<file path="src/rtl/alu_result_sequencer.sv">
// Sequences one ALU operation per request: latch operands, wait SETTLE_CYCLES, capture the
// 64-bit result and return it as one or two 32-bit beats. Optional opcode check: ALU_OPC_CHECK_EN.
module alu_result_sequencer #(
   parameter int unsigned SETTLE_CYCLES = 2,
   parameter logic [4:0]  OPC_MUL       = 5'b00011,
   parameter logic [4:0]  OPC_DIV       = 5'b00100
) (
   input  logic        clk,
   input  logic        reset,
   input  logic        req_valid,
   output logic        req_ready,
   input  logic [4:0]  req_opcode,
   input  logic [31:0] req_a,
   input  logic [31:0] req_b,
   output logic [4:0]  alu_opcode,
   output logic [31:0] alu_a,
   output logic [31:0] alu_b,
   input  logic [63:0] alu_c,
   output logic        rsp_valid,
   input  logic        rsp_ready,
   output logic [31:0] rsp_data,
   output logic        rsp_hi,
   output logic        rsp_last,
   output logic        rsp_err,
   output logic [31:0] hi_q,
   output logic [31:0] lo_q
);

   typedef enum logic [1:0] {
      S_IDLE    = 2'd0,
      S_SETTLE  = 2'd1,
      S_SEND_LO = 2'd2,
      S_SEND_HI = 2'd3
   } state_t;

   localparam logic [3:0] LP_SETTLE = 4'(SETTLE_CYCLES);

   state_t      r_state;
   state_t      w_next_state;
   logic [3:0]  r_cnt;
   logic        r_err;
   logic        r_req_ready;
   logic [4:0]  r_opcode;
   logic [31:0] r_a;
   logic [31:0] r_b;
   logic [63:0] r_z;
   logic [31:0] r_hi;
   logic [31:0] r_lo;

   logic        w_accept;
   logic        w_illegal;
   logic        w_two_beat;
   logic        w_one_beat;
   logic        w_capture;

`ifdef ALU_OPC_CHECK_EN
   assign w_illegal = (req_opcode < 5'd1) || (req_opcode > 5'd13);
`else
   assign w_illegal = 1'b0;
`endif

   assign w_accept   = req_valid & r_req_ready;
   assign w_two_beat = (r_opcode == OPC_MUL) || (r_opcode == OPC_DIV);
   assign w_one_beat = r_err | ~w_two_beat;
   assign w_capture  = (r_state == S_SETTLE) && (r_cnt <= 4'd1) && !r_err;

   assign req_ready  = r_req_ready;
   assign alu_opcode = r_opcode;
   assign alu_a      = r_a;
   assign alu_b      = r_b;
   assign hi_q       = r_hi;
   assign lo_q       = r_lo;

`ifdef ALU_OPC_CHECK_EN
   assign rsp_err = r_err & rsp_valid;
`else
   assign rsp_err = 1'b0;
`endif

   always_ff @(posedge clk or negedge reset) begin
      if (!reset) r_state <= S_IDLE;
      else        r_state <= w_next_state;
   end

   always_comb begin
      w_next_state = r_state;
      rsp_valid    = 1'b0;
      rsp_hi       = 1'b0;
      rsp_last     = 1'b0;
      rsp_data     = '0;
      case (r_state)
         S_IDLE: begin
            if (w_accept) w_next_state = S_SETTLE;
         end
         S_SETTLE: begin
            if (r_cnt <= 4'd1) w_next_state = S_SEND_LO;
         end
         S_SEND_LO: begin
            rsp_valid = 1'b1;
            rsp_data  = r_err ? 32'd0 : r_z[31:0];
            rsp_last  = w_one_beat;
            if (rsp_ready) w_next_state = w_one_beat ? S_IDLE : S_SEND_HI;
         end
         S_SEND_HI: begin
            rsp_valid = 1'b1;
            rsp_hi    = 1'b1;
            rsp_last  = 1'b1;
            rsp_data  = r_z[63:32];
            if (rsp_ready) w_next_state = S_IDLE;
         end
         default: w_next_state = S_IDLE;
      endcase
   end

   // An illegal opcode runs a one-cycle settle with capture suppressed, so its
   // error beat appears one edge after accept and all data registers stay intact.
   always_ff @(posedge clk or negedge reset) begin
      if (!reset) begin
         r_cnt       <= '0;
         r_err       <= 1'b0;
         r_req_ready <= 1'b0;
      end else begin
         r_req_ready <= (w_next_state == S_IDLE);
         if (w_accept) begin
            r_cnt <= w_illegal ? 4'd1 : LP_SETTLE;
            r_err <= w_illegal;
         end else if ((r_state == S_SETTLE) && (r_cnt > 4'd1)) begin
            r_cnt <= r_cnt - 4'd1;
         end
      end
   end

   always_ff @(posedge clk or negedge reset) begin
      if (!reset) begin
         r_opcode <= '0;
         r_a      <= '0;
         r_b      <= '0;
         r_z      <= '0;
         r_hi     <= '0;
         r_lo     <= '0;
      end else begin
         if (w_accept && !w_illegal) begin
            r_opcode <= req_opcode;
            r_a      <= req_a;
            r_b      <= req_b;
         end
         if (w_capture) begin
            r_z <= alu_c;
            if (w_two_beat) begin
               r_hi <= alu_c[63:32];
               r_lo <= alu_c[31:0];
            end
         end
      end
   end

endmodule

</file>
<file path="config.mk">
export PLATFORM = sky130hd
export DESIGN_NAME = alu_result_sequencer
export DESIGN_NICKNAME = d
export VERILOG_FILES = /design/src/rtl/alu_result_sequencer.sv
export SDC_FILE = /design/constraint.sdc
export NUM_CORES = 1
export LEC_CHECK = 0
export BUFFER_PORTS_ARGS = -buffer_cell sky130_fd_sc_hd__buf_2
export CORE_AREA = 2 2 100 174
export CTS_BUF_LIST = sky130_fd_sc_hd__clkbuf_4
export CTS_CLUSTER_DIAMETER = 40
export CTS_CLUSTER_SIZE = 12
export DETAILED_ROUTE_END_ITERATION = 10
export DIE_AREA = 0 0 102 176
export GPL_TIMING_DRIVEN = 0
export PLACE_DENSITY = 0.79
export SYNTH_ARGS = -nofsm -noshare
export SYNTH_HDL_FRONTEND = slang
export SYNTH_SLANG_ARGS = --single-unit
</file>
<file path="constraint.sdc">
create_clock -name clk -period 2.4 [get_ports clk]
set_input_delay 0.24 -clock clk [delete_from_list [all_inputs] [get_ports clk]]
set_output_delay 0.24 -clock clk [all_outputs]
set_load 0.1 [all_outputs]
</file>
==> results of run 1 <==
cell usage in the layout, fill, tap and decap left out, types with 2 or more instances in the layout:
master                          instances
sky130_fd_sc_hd__nand2_1                3
sky130_fd_sc_hd__nor2_1                 8
sky130_fd_sc_hd__and2_1                 2
sky130_fd_sc_hd__clkbuf_4              26
sky130_fd_sc_hd__nor2b_2               21
sky130_fd_sc_hd__nor2b_1               14
sky130_fd_sc_hd__o211ai_1               2
sky130_fd_sc_hd__dlygate4sd3_1        136
sky130_fd_sc_hd__clkinv_2               3
sky130_fd_sc_hd__mux2i_1               32
sky130_fd_sc_hd__ha_1                   2
sky130_fd_sc_hd__buf_6                 18
sky130_fd_sc_hd__buf_4                 20
sky130_fd_sc_hd__mux2_1                64
sky130_fd_sc_hd__xor2_1                 2
sky130_fd_sc_hd__mux2_2               133
sky130_fd_sc_hd__clkbuf_2               3
sky130_fd_sc_hd__dfrtp_1              203
sky130_fd_sc_hd__buf_2                288
sky130_fd_sc_hd__diode_2                3
sky130_fd_sc_hd__clkbuf_1               3
sky130_fd_sc_hd__inv_1                  2
sequential cells by signal (all words and copies together), names as in the netlist:
register,flops
lo_q,32
r_state,2
hi_q,32
alu_b,32
alu_a,32
req_ready,1
alu_opcode,5
r_cnt,4
r_z,64
kinds of logic (layout without fill, tap and decap cells):
logic type	Yosys count	after routing
compound gates	10	10
mux	229	229
fa+ha+maj	2	2
xor+xnor	3	3
flops	204	204
other cells	1	4
simple gates	53	53
buf+inv	34	502
worst max-delay path, delay by kind of cell, from the launching register on:
kind,cells,cell delay (ns)
AND/OR/NAND/NOR,3,0.46
buffers and inverters,1,0.23
flip-flops,1,0.44
AO/OA/AOI/OAI,1,0.27
final timing paths:
| kind | from | to | slack, ns | cells after the start |
|---|---|---|---|---|
| worst min register to register | hi_q[12]$_DFFE_PN0P_ | hi_q[12]$_DFFE_PN0P_ | 0.49 | 1 |
| max in group asynchronous | reset | hi_q[2]$_DFFE_PN0P_ | 1.22 | 3 |
| worst min-delay path | reset | alu_a[7]$_DFFE_PN0P_ | 0.24 | 2 |
| worst max-delay path | alu_opcode[0]$_DFFE_PN0P_ | rsp_last | 0.12 | 5 |
| worst max register to register | r_cnt[0]$_DFFE_PN0P_ | hi_q[15]$_DFFE_PN0P_ | 0.23 | 8 |
| min in group clk | req_a[3] | alu_a[3]$_DFFE_PN0P_ | 0.37 | 3 |
repair_timing:
action | in CTS | in global routing
hold endpoints to repair | 302 | 0
setup endpoints to repair | 34 | 17
hold buffers | 136 | 0
resized for setup | 33 | 14
cell type report:
type,instances,area (um2),share of cell area [%]
clock buffers,22,165,1.39
well taps,224,280,2.36
clock inverters,4,18.8,0.158
inverters,2,7.51,0.0632
flip-flops and latches,204,5110,43.0
multi-input cells,298,3040,25.6
repair buffers,442,3020,25.4
plain buffers,32,235,1.98
diodes,3,7.51,0.0632
stage by stage:
stage / util, % / setup TNS (ns) / cell area (um2)
2_1_floorplan: - / -0.119 / 8350
3_3_place_gp: 61.8 / -465.49 / 10200
3_5_place_dp: 62.0 / 0 / 10200
4_1_cts: 71.9 / 0 / 11800
5_1_grt: 72.2 / -0.000110 / 11900
6_report: 72.2 / 0 / 11900
per-layer routing:
layer	routed length, um	part of all wire [%]
met3	1530	6.2
met2	13700	55
met4	923	3.7
met1	8500	35
met5	0	0
==> impl_metrics.json, run 1 <==
{
  "grtUsageTotal_pct": 27.8,
  "setup_viol": 0,
  "cts_buffers": 21,
  "initial_core_util_pct": 50.5,
  "required_arrival_time_at_the_worst_endpoint_ns": 2.16,
  "combinational_family_with_the_most_area_after_synthesis": "multiplexers",
  "die_y_um": 176,
  "globalRouteMet2Util_pct": 52.1,
  "cell_chosen_for_the_clock_root": "sky130_fd_sc_hd__clkbuf_4",
  "clock-sinks": 204,
  "finalCritPeriodShare_pct": 94.9,
  "clock-skew-final_ns": 0.0305,
  "critical_path.max_fanout": 4,
  "routed_via_density": 5.15,
  "post_synth_main_area_contributors": "sky130_fd_sc_hd__dfrtp_1, sky130_fd_sc_hd__mux2_2, sky130_fd_sc_hd__mux2_1",
  "drv.max_cap_violation_count": 0,
  "netlist.top_cell.by_area": "sky130_fd_sc_hd__dfrtp_1",
  "post_route_cells_drive_above_1_share_pct": 51.4,
  "pre_cts_ws_ns": 0.108,
  "worstMarginPinSlew_ns": 0.756,
  "synth.top_cells.by_count": "sky130_fd_sc_hd__dfrtp_1, sky130_fd_sc_hd__mux2_2, sky130_fd_sc_hd__mux2_1",
  "smallest_hold_slack_ns": 0.235,
  "mappedNetlistNets": 675,
  "grt_pass1_wl_um": 38100,
  "place.port_buffers": 305,
  "worst-setup-path-type": "reg2out",
  "use_met3_pct": 4.71,
  "layoutNonFillerInstCount": 1231,
  "synth_ff_type": "sky130_fd_sc_hd__dfrtp_1",
  "slew_viol_final": 0,
  "synthMuxAreaShare_pct": 30.6,
  "first_pass_iters": 4,
  "route.final.wire_length_um": 24600,
  "cpMaxStageDelayCell": "sky130_fd_sc_hd__dfrtp_1",
  "synth_enable_flop_cells": 0,
  "post_synth.cell_area_avg_um2": 15.5,
  "adder_cell_fraction_of_synth_area_pct": 0.301,
  "clock_latency_ns": 0.63,
  "yosysSeqAreaShare_pct": 61.5,
  "worst_hold_path_type": "in2async",
  "first_global_vias": 7191,
  "hold_viol_final": 0,
  "cts_tree": "done",
  "die_area_um2": 18000,
  "yosys.cell_count.top_type": "sky130_fd_sc_hd__dfrtp_1",
  "grt_start_max_net_pins": 104,
  "worstPathArrival_ns": 2.04,
  "synth_area_um2": 8300,
  "num_io_pins": 307,
  "postLayoutSetupSlackWorst_ns": 0.123,
  "die_width_um": 102,
  "gp_congestion": 0.766,
  "place.detailed.instances": 1066,
  "drcViolationCount": 0,
  "placementRows": 62,
  "ys_ff_latch": 204,
  "worstPathCellList": "and3b_1 > o21ai_1 > nor2_1 > nor2b_2 > buf_6",
  "startpoint_class": "register",
  "achievable-frequency_mhz": 439,
  "grt_antenna_before_repair": 2,
  "fillerInstances": 1104,
  "post-route-min-period_ns": 2.28,
  "netlist_instances": 536,
  "drtIter0Drc": 114,
  "htreeDepth": 1,
  "ant_nets": 0,
  "outcome": "complete, no violations",
  "synth.yosys.warnings": 0,
  "grt_overflow_total": 0,
  "yosys.area_share.simple_pct": 3.80,
  "crit_path_max_incr_delay_ns": 0.44,
  "endpoint_kind": "primary output",
  "post_synth_xor_area_fraction_pct": 0.317,
  "fp.coreArea_um2": 16400,
  "ys_types": 31,
  "clockBufferDepth": 3,
  "synth-compound-area-share_pct": 0.904,
  "vias": 6339,
  "clkTransAtPathRegs_ns": 0.13,
  "synth_top_area_share_pct": 61.5,
  "hpwl_um": 15300,
  "relative_slew_slack_pct": 49.6,
  "avgRoutedWirePerCell_um": 20.0,
  "grt_most_used_layer": "met2",
  "async_reset_ff_share_pct": 100,
  "design.final.nets": 1140,
  "flow.area_growth_from_synthesis_pct": 43.1,
  "post-cts-setup-buffer-count": 0,
  "groute.layer.met1.usage_pct": 29.7
}
Power of run 1 is left out: the tool's default activity adds up to more than one toggle a clock period on the data nets, which glitch-free logic cannot reach.
==> inputs of run 2 (changes only) <==
CORE_AREA = 2 2 184 96   (was 2 2 100 174)
DIE_AREA = 0 0 186 98   (was 0 0 102 176)
==> run 2 against run 1 <==
Effect of this change: cell count grew 0.97%; die area grew 1.5%; count of clock-buffer cells in the layout grew 2; register-to-register slack is essentially flat; first-iteration DRC count grew 46%; maximum frequency grew 0.77%; critical path type unchanged; largest cell class unchanged; highest routed layer unchanged.
==> impl_metrics.json, run 2 (synthesis gave the netlist of run 1 again) <==
{
  "clock-sinks": 204,
  "clockBufferDepth": 3,
  "fp.coreArea_um2": 16800,
  "critical_path.max_fanout": 10,
  "worst_path_most_repeated_cell": "sky130_fd_sc_hd__buf_4",
  "setup_viol": 0,
  "grtUsageTotal_pct": 26.0,
  "grt_setup_unrepaired": "true",
  "grt_overflow_total": 0,
  "finalCritPeriodShare_pct": 94.2,
  "grt_start_max_net_pins": 113,
  "fin_area_um2": 11900,
  "worstRegToRegCells": 8,
  "hpwl_um": 14900,
  "ant_nets": 0,
  "avgRoutedWirePerCell_um": 19.0,
  "ff2ff_setup_slack_ns": 0.22,
  "route.final.wire_length_um": 23600,
  "final_common_cell": "sky130_fd_sc_hd__buf_2",
  "worst_hold_path_type": "in2async",
  "drtIter0Drc": 166,
  "grt_antenna_before_repair": 1,
  "design.final.nets": 1141,
  "routed_via_density": 5.01,
  "worst_r2r_startpoint": "r_cnt[0]$_DFFE_PN0P_",
  "dpl_cell_area_um2": 10200,
  "drcViolationCount": 0,
  "htreeDepth": 1,
  "endpoint_kind": "primary output",
  "place.port_buffers": 305,
  "worstMarginPinSlew_ns": 0.883,
  "registers.top_by_ff_count": "r_z",
  "relative_slew_slack_pct": 41.1,
  "most_frequent_cells_in_the_layout": "sky130_fd_sc_hd__buf_2, sky130_fd_sc_hd__dfrtp_1, sky130_fd_sc_hd__dlygate4sd3_1",
  "die_width_um": 186,
  "startpoint_class": "register",
  "worst-setup-path-type": "reg2out",
  "cts_tree": "done",
  "fillerInstances": 1176,
  "clock-skew-final_ns": 0.0278,
  "flow.area_growth_from_synthesis_pct": 43.5,
  "worstPathCellList": "buf_4 > buf_6 > mux2i_1 > nor2b_2 > buf_4",
  "gp_congestion": 0.728,
  "slew_viol_final": 0,
  "critical_register_to_register_path_endpoint": "lo_q[29]$_DFFE_PN0P_",
  "post_route_cells_drive_above_1_share_pct": 51.4,
  "largest_register_ffs": 64,
  "crit_path_max_incr_delay_ns": 0.38,
  "cell_chosen_for_the_clock_root": "sky130_fd_sc_hd__clkbuf_4",
  "cpMaxStageDelayCell": "sky130_fd_sc_hd__dfrtp_1",
  "die_y_um": 98,
  "post-route-min-period_ns": 2.26,
  "clock_latency_ns": 0.62,
  "outcome": "complete, no violations",
  "required_arrival_time_at_the_worst_endpoint_ns": 2.16,
  "vias": 6233,
  "first_pass_iters": 4,
  "first_global_vias": 6772,
  "die_area_um2": 18200,
  "clkTransAtPathRegs_ns": 0.13,
  "placementRows": 34,
  "achievable-frequency_mhz": 442,
  "num_io_pins": 307,
  "hold_viol_final": 0,
  "cts_buffers": 22,
  "initial_core_util_pct": 49.4,
  "grt_pass1_wl_um": 36500,
  "worstPathArrival_ns": 2.02,
  "drv.max_cap_violation_count": 0
}
run 2: metal layers:
metal	GRT usage, %	vias to the layer above	part of all wire (%)
li1	-	2823	-
met1	32.9	3151	43
met2	44.7	218	48
met3	6.90	41	6.9
met4	6.24	0	2.1
met5	0	-	0
run 2: cell type report:
| class | count | area (um2) | share of cell area (%) |
|---|---|---|---|
| flip-flops and latches | 204 | 5110 | 42.9 |
| multi-input cells | 298 | 3040 | 25.5 |
| repair buffers | 442 | 3020 | 25.3 |
| well taps | 234 | 293 | 2.46 |
| plain buffers | 32 | 231 | 1.94 |
| clock buffers | 24 | 180 | 1.51 |
| clock inverters | 6 | 33.8 | 0.284 |
| inverters | 2 | 7.51 | 0.0630 |
| diodes | 1 | 2.50 | 0.0210 |
run 2: stage by stage:
stage | util, % | TNS (ns) | setup slack, ns | hold slack [ns] | std cells
CTS | 70.8 | 0 | 0.000190 | 0.239 | 1242
floorplan | - | -0.119 | -0.119 | -0.0556 | 536
global route | 70.9 | -0.0103 | -0.00763 | 0.276 | 1243
global placement | 60.5 | -462.84 | -2.29 | 0.462 | 1075
finish | 70.9 | 0 | 0.140 | 0.202 | 1243
detailed placement | 60.8 | 0 | 0.0709 | 0.361 | 1076
run 2: how the worst max path moves through the flow:
stage | from | end | slack, ns | cells after the start
finish | r_state[0]$_DFF_PN0_ | rsp_data[21] | 0.14 | 5
global route | r_state[0]$_DFF_PN0_ | rsp_data[21] | -0.008 | 5
CTS | r_state[1]$_DFF_PN0_ | rsp_data[9] | 0.0002 | 4
detailed placement | r_state[1]$_DFF_PN0_ | rsp_data[16] | 0.07 | 4
global placement | reset | alu_a[21]$_DFFE_PN0P_ | -2.29 | 1
floorplan | alu_opcode[2]$_DFFE_PN0P_ | rsp_last | -0.12 | 4
run 2: worst max-delay path: cells and delay by family, from the launching register on:
| family | cells | cell delay (ns) |
|---|---|---|
| mux | 1 | 0.26 |
| flops | 1 | 0.38 |
| simple gates | 1 | 0.07 |
| buf+inv | 3 | 0.70 |
run 2: what timing repair did:
item / in CTS / in global routing
hold buffers: 136 / 0
gates resized for setup: 41 / 5
pin swaps: 0 / 0
endpoints found under the hold margin: 312 / 0
setup endpoints to repair: 34 / 11
buffers inserted: 0 / 0
Power of run 2 is left out for the same reason.
==> inputs of run 3 (changes only) <==
BUFFER_PORTS_ARGS = not set   (was -buffer_cell sky130_fd_sc_hd__buf_2)
CORE_AREA = 2 2 163 85   (was 2 2 184 96)
DIE_AREA = 0 0 165 87   (was 0 0 186 98)
DONT_BUFFER_PORTS = 1   (was not set)
PLACE_DENSITY = 0.78   (was 0.79)
==> run 3 against run 2 <==
Effect of this change: register-to-register slack lost 0.16 ns; global-route usage grew 2.4 points; core utilization grew 8.7 points; cell area shrank 13%; worst hold slack lost 0.88 ns; die area shrank 21%; critical path type unchanged; non-clock buffer count shrank 301; critical path depth shrank 1; count of clock-buffer cells in the layout shrank 3; sequential share of layout area grew 6.3 points; the flow now finishes with violations (hold timing, setup timing); cell count shrank 30%; worst setup slack lost 0.26 ns.
==> impl_metrics.json, run 3 (synthesis gave the netlist of run 1 again) <==
{
  "hold_viol_final": 204,
  "cts_buffers": 20,
  "achievable-frequency_mhz": 397,
  "cell_chosen_for_the_clock_root": "sky130_fd_sc_hd__clkbuf_4",
  "post-route-min-period_ns": 2.52,
  "finalCritPeriodShare_pct": 105,
  "grt_overflow_total": 0,
  "vias": 5025,
  "endpoint_kind": "primary output",
  "cts_tree": "done",
  "route.final.wire_length_um": 20200,
  "multi_input_comb_area_um2": 3260,
  "hpwl_um": 13200,
  "ff2ff_setup_slack_ns": 0.06,
  "flow.area_growth_from_synthesis_pct": 25.5,
  "cts_hold_buffers": 135,
  "die_width_um": 165,
  "critical_path.max_fanout": 4,
  "startpoint_class": "register",
  "slew_viol_final": 0,
  "placementRows": 30,
  "gp_congestion": 0.749,
  "grt_setup_unrepaired": "true",
  "htreeDepth": 1,
  "area.sequential_um2": 5120,
  "relative_slew_slack_pct": 22.5,
  "outcome": "finished with violations",
  "clock_latency_ns": 0.62,
  "final_common_cell": "sky130_fd_sc_hd__dfrtp_1",
  "initial_core_util_pct": 63.4,
  "clock-sinks": 204,
  "clock-skew-final_ns": 0.0303,
  "fillerInstances": 710,
  "grtUsageTotal_pct": 28.4,
  "routed_via_density": 5.75,
  "worst-setup-path-type": "reg2out",
  "worst_hold_path_type": "in2async",
  "largest_register_ffs": 64,
  "smallest_hold_slack_ns": -0.677,
  "num_antenna_cells": 0,
  "setup_viol": 1,
  "grt_antenna_before_repair": 0,
  "grt_pass1_wl_um": 30800,
  "required_arrival_time_at_the_worst_endpoint_ns": 2.16,
  "drtIter0Drc": 297,
  "grt_start_max_net_pins": 205,
  "worstMarginPinSlew_ns": 1.17,
  "drcViolationCount": 0,
  "clockBufferDepth": 3,
  "first_pass_iters": 4,
  "most_frequent_cells_in_the_layout": "sky130_fd_sc_hd__dfrtp_1, sky130_fd_sc_hd__dlygate4sd3_1, sky130_fd_sc_hd__mux2_2",
  "registers.top_by_ff_count": "r_z",
  "die_area_um2": 14400,
  "place.port_buffers": 0,
  "first_global_vias": 5592,
  "postLayoutSetupSlackWorst_ns": -0.120,
  "design.final.nets": 838,
  "clkTransAtPathRegs_ns": 0.13,
  "fp.coreArea_um2": 13100,
  "die_y_um": 87,
  "worstPathArrival_ns": 2.28,
  "post_route_cells_drive_above_1_share_pct": 34.1,
  "drv.max_cap_violation_count": 0,
  "failed_checks": "hold timing, setup timing",
  "num_io_pins": 307,
  "avgRoutedWirePerCell_um": 23.1,
  "ant_nets": 0
}
-- run 3: path summary, 6_finish.rpt --
path | depth (start not counted) | to | startpoint
setup / recovery | 4 | rsp_last | alu_opcode[0]$_DFFE_PN0P_
hold / removal | 0 | r_z[44]$_DFFE_PN0N_ | reset
setup reg to reg | 7 | lo_q[15]$_DFFE_PN0P_ | alu_opcode[1]$_DFFE_PN0P_
hold reg to reg | 1 | r_z[62]$_DFFE_PN0N_ | r_z[62]$_DFFE_PN0N_
max in group asynchronous | 0 | alu_opcode[1]$_DFFE_PN0P_ | reset
min in group clk | 2 | alu_opcode[4]$_DFFE_PN0P_ | req_opcode[4]
-- run 3: area by class of cell --
type	count	share of cell area, %
Sequential cell	204	49.1
Multi-Input combinational cell	298	31.3
Timing Repair Buffer	141	13.4
Buffer	32	2.50
Tap cell	176	2.11
Clock buffer	21	1.51
Inverter	2	0.0720
-- run 3: critical path, stage by stage, from the launching register on --
cell,delay [ns]
sky130_fd_sc_hd__dfrtp_4,0.65
sky130_fd_sc_hd__and3b_1,0.26
sky130_fd_sc_hd__o21ai_2,0.16
sky130_fd_sc_hd__nor2_2,0.07
sky130_fd_sc_hd__nor2b_4,0.51
-- run 3: stage by stage --
| stage | setup slack, ns | instances | utilization, % | setup TNS (ns) | area [um2] |
|---|---|---|---|---|---|
| finish | -0.120 | 874 | 79.5 | -0.120 | 10400 |
| detailed placement | -0.317 | 712 | 65.7 | -7.49 | 8600 |
| CTS | -0.175 | 870 | 79.0 | -0.175 | 10400 |
| global placement | -0.291 | 712 | 65.5 | -7.79 | 8570 |
| global route | -0.210 | 874 | 79.5 | -0.294 | 10400 |
| floorplan | -0.119 | 536 | - | -0.119 | 8350 |
-- run 3: what timing repair did --
action / CTS / global route
endpoints found under the setup margin: 160 / 37
gates resized for setup: 60 / 14
pin swaps: 2 / 0
cloned: 0 / 0
buffers inserted: 2 / 4
hold endpoints to repair: 405 / 204
-- run 3: per-layer routing --
metal  wire length, um  GRT usage, %  up-vias
li1                  -             -     2197
met1              8270          37.3     2580
met2              9990          47.9      210
met3              1450          7.19       38
met4               482          7.67        0
met5                 0             0        -
Power of run 3 is left out for the same reason.
